[src/rtl/axis_router_pkg.sv]
// -----------------------------------------------------------------------------
// axis_router_pkg
//   Shared definitions for the router's AXI-Stream arbiters.
//   - arb_state_e : packet arbiter state (IDLE = arbitrating, BUSY = packet owned)
//   - rr_pick     : round-robin selection. It scans last+1, last+2, ... modulo
//                   num_ports and returns the first requesting index. If nothing
//                   requests, it returns last unchanged.
// -----------------------------------------------------------------------------
package axis_router_pkg;

    // Upper bound on ports any router arbiter may use. The request vector is
    // passed zero-extended to this width so that one function serves all
    // arbiter sizes.
    localparam int unsigned RR_MAX_PORTS = 32;

    typedef enum logic {
        IDLE = 1'b0,
        BUSY = 1'b1
    } arb_state_e;

    // last must be below num_ports, and num_ports must be 2..RR_MAX_PORTS.
    // The wrap uses one conditional subtract rather than a modulo, so the
    // function stays a simple priority chain after elaboration.
    function automatic int unsigned rr_pick(
        input logic [RR_MAX_PORTS-1:0] req,
        input int unsigned             num_ports,
        input int unsigned             last
    );
        int unsigned idx;
        logic        found;
        rr_pick = last;
        found   = 1'b0;
        for (int unsigned k = 1; k <= RR_MAX_PORTS; k++) begin
            idx = last + k;
            if (idx >= num_ports) begin
                idx = idx - num_ports;
            end
            if (!found && (k <= num_ports) && req[idx[4:0]]) begin
                rr_pick = idx;
                found   = 1'b1;
            end
        end
    endfunction

endpackage

[src/rtl/axis_out_reg.sv]
// -----------------------------------------------------------------------------
// axis_out_reg
//   Single-entry AXI-Stream output register with valid/ready hold.
//   Ports:
//     clk, rst     : clock, synchronous active-high reset (clears valid/data/last)
//     in_load      : load in_data/in_last this edge (caller guarantees in_free)
//     in_data/last : beat to capture
//     in_free      : register can take a beat this cycle (empty or draining)
//     out_valid/data/last : registered stream outputs
//     out_ready    : downstream ready
// -----------------------------------------------------------------------------
module axis_out_reg
    import axis_router_pkg::*;
#(
    parameter int DATA_WIDTH = 32
) (
    input  logic                  clk,
    input  logic                  rst,
    input  logic                  in_load,
    input  logic [DATA_WIDTH-1:0] in_data,
    input  logic                  in_last,
    output logic                  in_free,
    output logic                  out_valid,
    output logic [DATA_WIDTH-1:0] out_data,
    output logic                  out_last,
    input  logic                  out_ready
);

    logic                  valid_q, valid_d;
    logic [DATA_WIDTH-1:0] data_q,  data_d;
    logic                  last_q,  last_d;

    // Free when empty, or when the held beat leaves on this same edge.
    assign in_free = !valid_q || out_ready;

    always_comb begin
        valid_d = valid_q;
        data_d  = data_q;
        last_d  = last_q;
        if (in_load) begin
            valid_d = 1'b1;
            data_d  = in_data;
            last_d  = in_last;
        end else if (valid_q && out_ready) begin
            // Data/last are left as they were; only valid drops.
            valid_d = 1'b0;
        end
    end

    always_ff @(posedge clk) begin
        if (rst) begin
            valid_q <= 1'b0;
            data_q  <= '0;
            last_q  <= 1'b0;
        end else begin
            valid_q <= valid_d;
            data_q  <= data_d;
            last_q  <= last_d;
        end
    end

    assign out_valid = valid_q;
    assign out_data  = data_q;
    assign out_last  = last_q;

endmodule

[src/rtl/axis_rr_arbiter.sv]
// -----------------------------------------------------------------------------
// axis_rr_arbiter
//   Packet-level round-robin arbiter. It merges NUM_PORTS AXI-Stream inputs onto
//   one registered output. A grant is held from a packet's first beat to its
//   TLAST beat, so packets never interleave.
//   Ports:
//     clk, rst                 : clock, synchronous active-high reset
//     s_tdata/s_tvalid/s_tlast : packed per-port input streams
//                                (port i at s_tdata[i*DATA_WIDTH +: DATA_WIDTH])
//     s_tready                 : per-port ready; only the granted port can see 1
//     m_tdata/m_tvalid/m_tlast : registered output stream
//     m_tready                 : downstream ready
//     grant_idx                : granted port; meaningful only while busy
//     busy                     : a packet is currently owned
// -----------------------------------------------------------------------------
module axis_rr_arbiter
    import axis_router_pkg::*;
#(
    parameter  int DATA_WIDTH = 32,
    parameter  int NUM_PORTS  = 4,
    localparam int IDX_W      = $clog2(NUM_PORTS)
) (
    input  logic                            clk,
    input  logic                            rst,
    input  logic [NUM_PORTS*DATA_WIDTH-1:0] s_tdata,
    input  logic [NUM_PORTS-1:0]            s_tvalid,
    input  logic [NUM_PORTS-1:0]            s_tlast,
    output logic [NUM_PORTS-1:0]            s_tready,
    output logic [DATA_WIDTH-1:0]           m_tdata,
    output logic                            m_tvalid,
    output logic                            m_tlast,
    input  logic                            m_tready,
    output logic [IDX_W-1:0]                grant_idx,
    output logic                            busy
);

    arb_state_e              state_q, state_d;
    logic [IDX_W-1:0]        grant_q, grant_d;
    logic [IDX_W-1:0]        last_grant_q, last_grant_d;

    logic                    out_free;
    logic                    beat_acc;
    logic [DATA_WIDTH-1:0]   port_data [NUM_PORTS];
    logic [DATA_WIDTH-1:0]   sel_data;
    logic                    sel_valid;
    logic                    sel_last;
    logic [RR_MAX_PORTS-1:0] req_ext;

    // Unpack inputs. Ready is combinational so that a stalled output register
    // back-pressures the owning port in the same cycle.
    for (genvar gi = 0; gi < NUM_PORTS; gi++) begin : g_port
        assign port_data[gi] = s_tdata[gi*DATA_WIDTH +: DATA_WIDTH];
        assign s_tready[gi]  = (state_q == BUSY) && (grant_q == IDX_W'(gi)) && out_free;
    end

    assign sel_data  = port_data[grant_q];
    assign sel_valid = s_tvalid[grant_q];
    assign sel_last  = s_tlast[grant_q];
    assign beat_acc  = (state_q == BUSY) && out_free && sel_valid;
    assign req_ext   = RR_MAX_PORTS'(s_tvalid);

    always_comb begin
        state_d      = state_q;
        grant_d      = grant_q;
        last_grant_d = last_grant_q;
        case (state_q)
            IDLE: begin
                if (|s_tvalid) begin
                    grant_d = IDX_W'(rr_pick(req_ext, NUM_PORTS, 32'(last_grant_q)));
                    state_d = BUSY;
                end
            end
            BUSY: begin
                // Only the TLAST beat releases the grant. A gap in the owner's
                // valid keeps the grant indefinitely.
                if (beat_acc && sel_last) begin
                    state_d      = IDLE;
                    last_grant_d = grant_q;
                end
            end
            default: state_d = IDLE;
        endcase
    end

    // Resetting last_grant to the top index makes port 0 the first winner.
    always_ff @(posedge clk) begin
        if (rst) begin
            state_q      <= IDLE;
            grant_q      <= '0;
            last_grant_q <= IDX_W'(NUM_PORTS - 1);
        end else begin
            state_q      <= state_d;
            grant_q      <= grant_d;
            last_grant_q <= last_grant_d;
        end
    end

    axis_out_reg #(
        .DATA_WIDTH (DATA_WIDTH)
    ) u_out_reg (
        .clk       (clk),
        .rst       (rst),
        .in_load   (beat_acc),
        .in_data   (sel_data),
        .in_last   (sel_last),
        .in_free   (out_free),
        .out_valid (m_tvalid),
        .out_data  (m_tdata),
        .out_last  (m_tlast),
        .out_ready (m_tready)
    );

    assign grant_idx = grant_q;
    assign busy      = (state_q == BUSY);

endmodule

[config.mk]
export PLATFORM = sky130hd
export DESIGN_NAME = axis_rr_arbiter
export DESIGN_NICKNAME = d
export VERILOG_FILES = /design/src/rtl/axis_router_pkg.sv /design/src/rtl/axis_out_reg.sv /design/src/rtl/axis_rr_arbiter.sv
export SDC_FILE = /design/constraint.sdc
export NUM_CORES = 1
export LEC_CHECK = 0
export ABC_AREA = 1
export BUFFER_PORTS_ARGS = -buffer_cell sky130_fd_sc_hd__buf_2
export CORE_MARGIN = 5
export CORE_UTILIZATION = 32
export CTS_CLUSTER_DIAMETER = 50
export CTS_CLUSTER_SIZE = 30
export DETAILED_ROUTE_END_ITERATION = 8
export PLACE_DENSITY_LB_ADDON = 0.15
export SLEW_MARGIN = 25
export SYNTH_ARGS = -nofsm -noshare
export SYNTH_HDL_FRONTEND = slang
export SYNTH_SLANG_ARGS = --single-unit
[constraint.sdc]
create_clock -name clk -period 2.8 [get_ports clk]
set_input_delay 0.14 -clock clk [delete_from_list [all_inputs] [get_ports clk]]
set_output_delay 0.14 -clock clk [all_outputs]
set_load 0.005 [all_outputs]
==> PnR_summary.wiki <==
{| class="wikitable"
! Metric !! Value
|-
| Commonest non-fill, non-tap cells in the layout || 179 x buf_2, 93 x nand2_1, 72 x nor2_1
|-
| Unrepaired setup endpoints after global routing || no
|-
| Proportion of synthesized area in mux cells || 0%
|-
| Leading area contributor after synthesis || dfxtp_1
|-
| Antenna cell count || 0
|-
| Drt total wl || just under 9000 um
|-
| Global-route usage over all layers || 17.9%
|-
| Fin nets || between 600 and 700
|-
| Detailed Route Iter0 Violations || 64
|-
| Register-to-Register Path Depth || 8
|-
| Count of pins over their slew limit || 0
|-
| Overall power || 1.90 mW
|-
| Register area || roughly 780 um2
|-
| Clock root buffer master || clkbuf_8
|-
| Reported max-cap violation count || 0
|-
| Largest cells by area after synthesis || dfxtp_1 32%, nand2_1 14%, nor2_1 11%, a22oi_1 10%, nand3_1 9.6%
|-
| Final period utilization || 70.8%
|-
| Clock-pin slew of the registers on the worst-case setup and hold paths || roughly 0.080 ns
|-
| Total Negative Setup Slacks || 0 ns
|-
| Kind of end point of the critical path || flip-flop
|-
| Critical path fanouts, max || 33
|-
| I/O pin count || between 150 and 200
|-
| Worst R2R Setup Slack || 0.82 ns
|-
| Cell variety after synth || 23
|-
| Placed instance area || roughly 3400 um2
|-
| Initial antenna violation count || 0
|-
| Post_cts resized || 0
|-
| Die Width || a little under 100 um
|-
| Synthesis-stage register bit count || 39
|-
| Number of global-route vias before repair || between 3000 and 4000
|-
| Routed Antenna Nets || 0
|-
| Multi-input combinational cell area || roughly 1500 um2
|-
| Placeable Area || roughly 7600 um2
|-
| Layout fillers || roughly 820
|-
| Dominant combinational cell family by area after synthesis || simple AND/OR/NAND/NOR gates
|-
| Critical Path AT || approximately 2.1 ns
|-
| Vias per cell || approximately 4.8
|-
| Element type at the critical path start || flip-flop
|-
| Result of the run || complete, no violations
|-
| IO Port Bufs || ~180
|-
| Share of final-layout standard cells stronger than drive strength 1 || a little over a third
|-
| Clk sink count || 39
|-
| Clock Skews || roughly 0.0028 ns
|-
| Class of the worst hold path || input port to flip-flop
|-
| Site row count || 32
|-
| Worst slew margin relative to its limit || between 30% and 40%
|-
| Worst r2r dst || last_grant_q[1]
|-
| Total global routing overflow || 0
|-
| Power per unit of standard cell area || about 550 nW/um2
|-
| Area Growth Syn to Fin || 40.5%
|-
| Global placement routability congestion || a little under 0.9
|-
| Initial cell density of the core || 32.3%
|-
| Path type of the worst setup path || flip-flop to flip-flop
|-
| Sequential area share after synthesis || a little under a third
|-
| Number of clock buffers inserted by TritonCTS || 5
|-
| Critical Path RT || roughly 2.9 ns
|-
| H-tree depth reported by CTS || 2
|-
| Average cell area after synthesis || 6.42 um2
|-
| Yosys top cell area share || 31.8%
|-
| Yosys synthesis warning count || 0
|-
| Detailed-route wire length per cell || 13.3 um
|-
| Number of design rule violations left after detail routing || 0
|-
| Half-perimeter wire length after detailed placement || around 6600 um
|-
| Die Height || just under 100 um
|-
| Mapped cell area || ~2500 um2
|-
| Maximum count of clock buffers along a single path || 2
|-
| Maximum number of pins on one net before global-route repair || 36
|-
| Adder-cell share of the synthesized area || 2.54%
|-
| Xor-xnor portion of the synthesized cell area || 0%
|-
| Via total after detailed routing || around 3100
|-
| First-pass iteration count of the detailed router || 5
|-
| CTS tree || done
|-
| Most common cell after layout, fill and taps aside || buf_2
|-
| Compound-cell area share of the yosys netlist || between 10% and 20%
|-
| Critical register-to-register path startpoint || grant_idx[1]
|-
| Hold Fails Final Rpt || 0
|-
| Number of hold buffers added after cts || 0
|-
| Final setup violation count || 0
|-
| Area fraction in and, or, nand and nor cells after synthesis || between 30% and 40%
|-
| Achievable Freq || approximately 500 MHz
|-
| Post-CTS setup buffers || 0
|-
| Final standard cell area without fillers || 3450 um2
|-
| Nets in the synthesized netlist || approximately 530
|-
| Clock latency on the worst-skew pair || around 0.28 ns
|-
| Worst min-delay path endpoint || busy
|-
| Start point of the worst min-delay path || rst
|-
| Total die area || 9540 um2
|-
| Count of cells along the worst hold path || 2
|-
| Syn Inst Count || about 380
|-
| Leakage || roughly 1.8 nW
|-
| Peak supply drop || ~0.00019 V
|-
| Wire length of the first global-routing pass || 14200 um
|-
| Final period demand of the worst path || 1.98 ns
|-
| Slew at the pin with the worst max-slew slack || approximately 0.95 ns
|}
==> final cells by class <==
type                       count  share of cell area (%)
inverter                      20                    2.25
multi-input combinational    301                    42.2
clock buffer                   6                    2.10
clock inverter                 2                   0.362
tap                          102                    3.69
sequential                    39                    22.6
timing repair buffer         183                    26.8
==> logic make-up after synthesis <==
group / after synthesis
AOI/OAI and AO/OA: 75
adders and majority gates: 5
buffers and inverters: 43
DFF: 39
and+or+nand+nor: 221
==> critical path, cell delays in order, from the launching register on <==
cell and delay [ns]:
dfxtp_1 0.60, inv_2 0.10, nor2_4 0.11, buf_4 0.36, nand2_1 0.09, nand4_1 0.16
nand3_1 0.20, nand2_1 0.11, nand3_1 0.08
==> Yosys cell counts <==
cell / n
buf_2: 12
inv_2: 3
nor2_4: 3
inv_1: 16
o21ai_1: 32
buf_6: 3
inv_4: 1
clkbuf_1: 3
o21ai_0: 3
ha_1: 5
nand2_1: 93
a21oi_1: 5
nor2_1: 72
nand4_1: 1
buf_4: 5
o211ai_1: 1
nand3_1: 47
nand2_2: 1
nand2_4: 1
a22oi_2: 1
nor3_1: 3
a22oi_1: 33
dfxtp_1: 39
==> routing by layer <==
layer	part of all wire (%)	global-route usage, %	vias to the layer above
li1	-	-	1610
met1	42	21.0	1383
met2	48	31.4	126
met3	9.1	5.38	6
met4	1.3	5.22	0
met5	0	0	-
==> state kept, by name, summed over array words and instances, names as in the netlist <==
name and count:
grant_idx 2, last_grant_q 2, busy 1, u_out_reg.out_data 32, u_out_reg.out_valid 1, u_out_reg.out_last 1
==> metrics by stage <==
stage,setup WS [ns],instances,hold WS [ns],utilization [%]
after CTS,0.798,653,0.0747,45.4
after global routing,0.585,653,0.0917,45.4
after detailed placement,0.822,645,0.381,44.3
after floorplan,1.16,383,0.209,-
after global placement,0.877,645,0.378,44.3
final,0.817,653,0.0845,45.4
==> how the worst max path moves through the flow <==
stage	startpoint	to	depth (start not counted)
after floorplan	last_grant_q[0]	grant_idx[0]	11
after global placement	grant_idx[0]	last_grant_q[1]	8
after detailed placement	grant_idx[1]	last_grant_q[0]	8
after CTS	grant_idx[1]	last_grant_q[1]	8
after global routing	grant_idx[1]	last_grant_q[0]	8
final	grant_idx[1]	last_grant_q[1]	8
==> report_power, final <==
group	internal [mW]	switching [mW]	leakage [nW]
logic	0.345	0.479	1.45
clock network	0.174	0.200	0.0412
registers	0.638	0.0634	0.320
(Power assumes the default switching activity.)
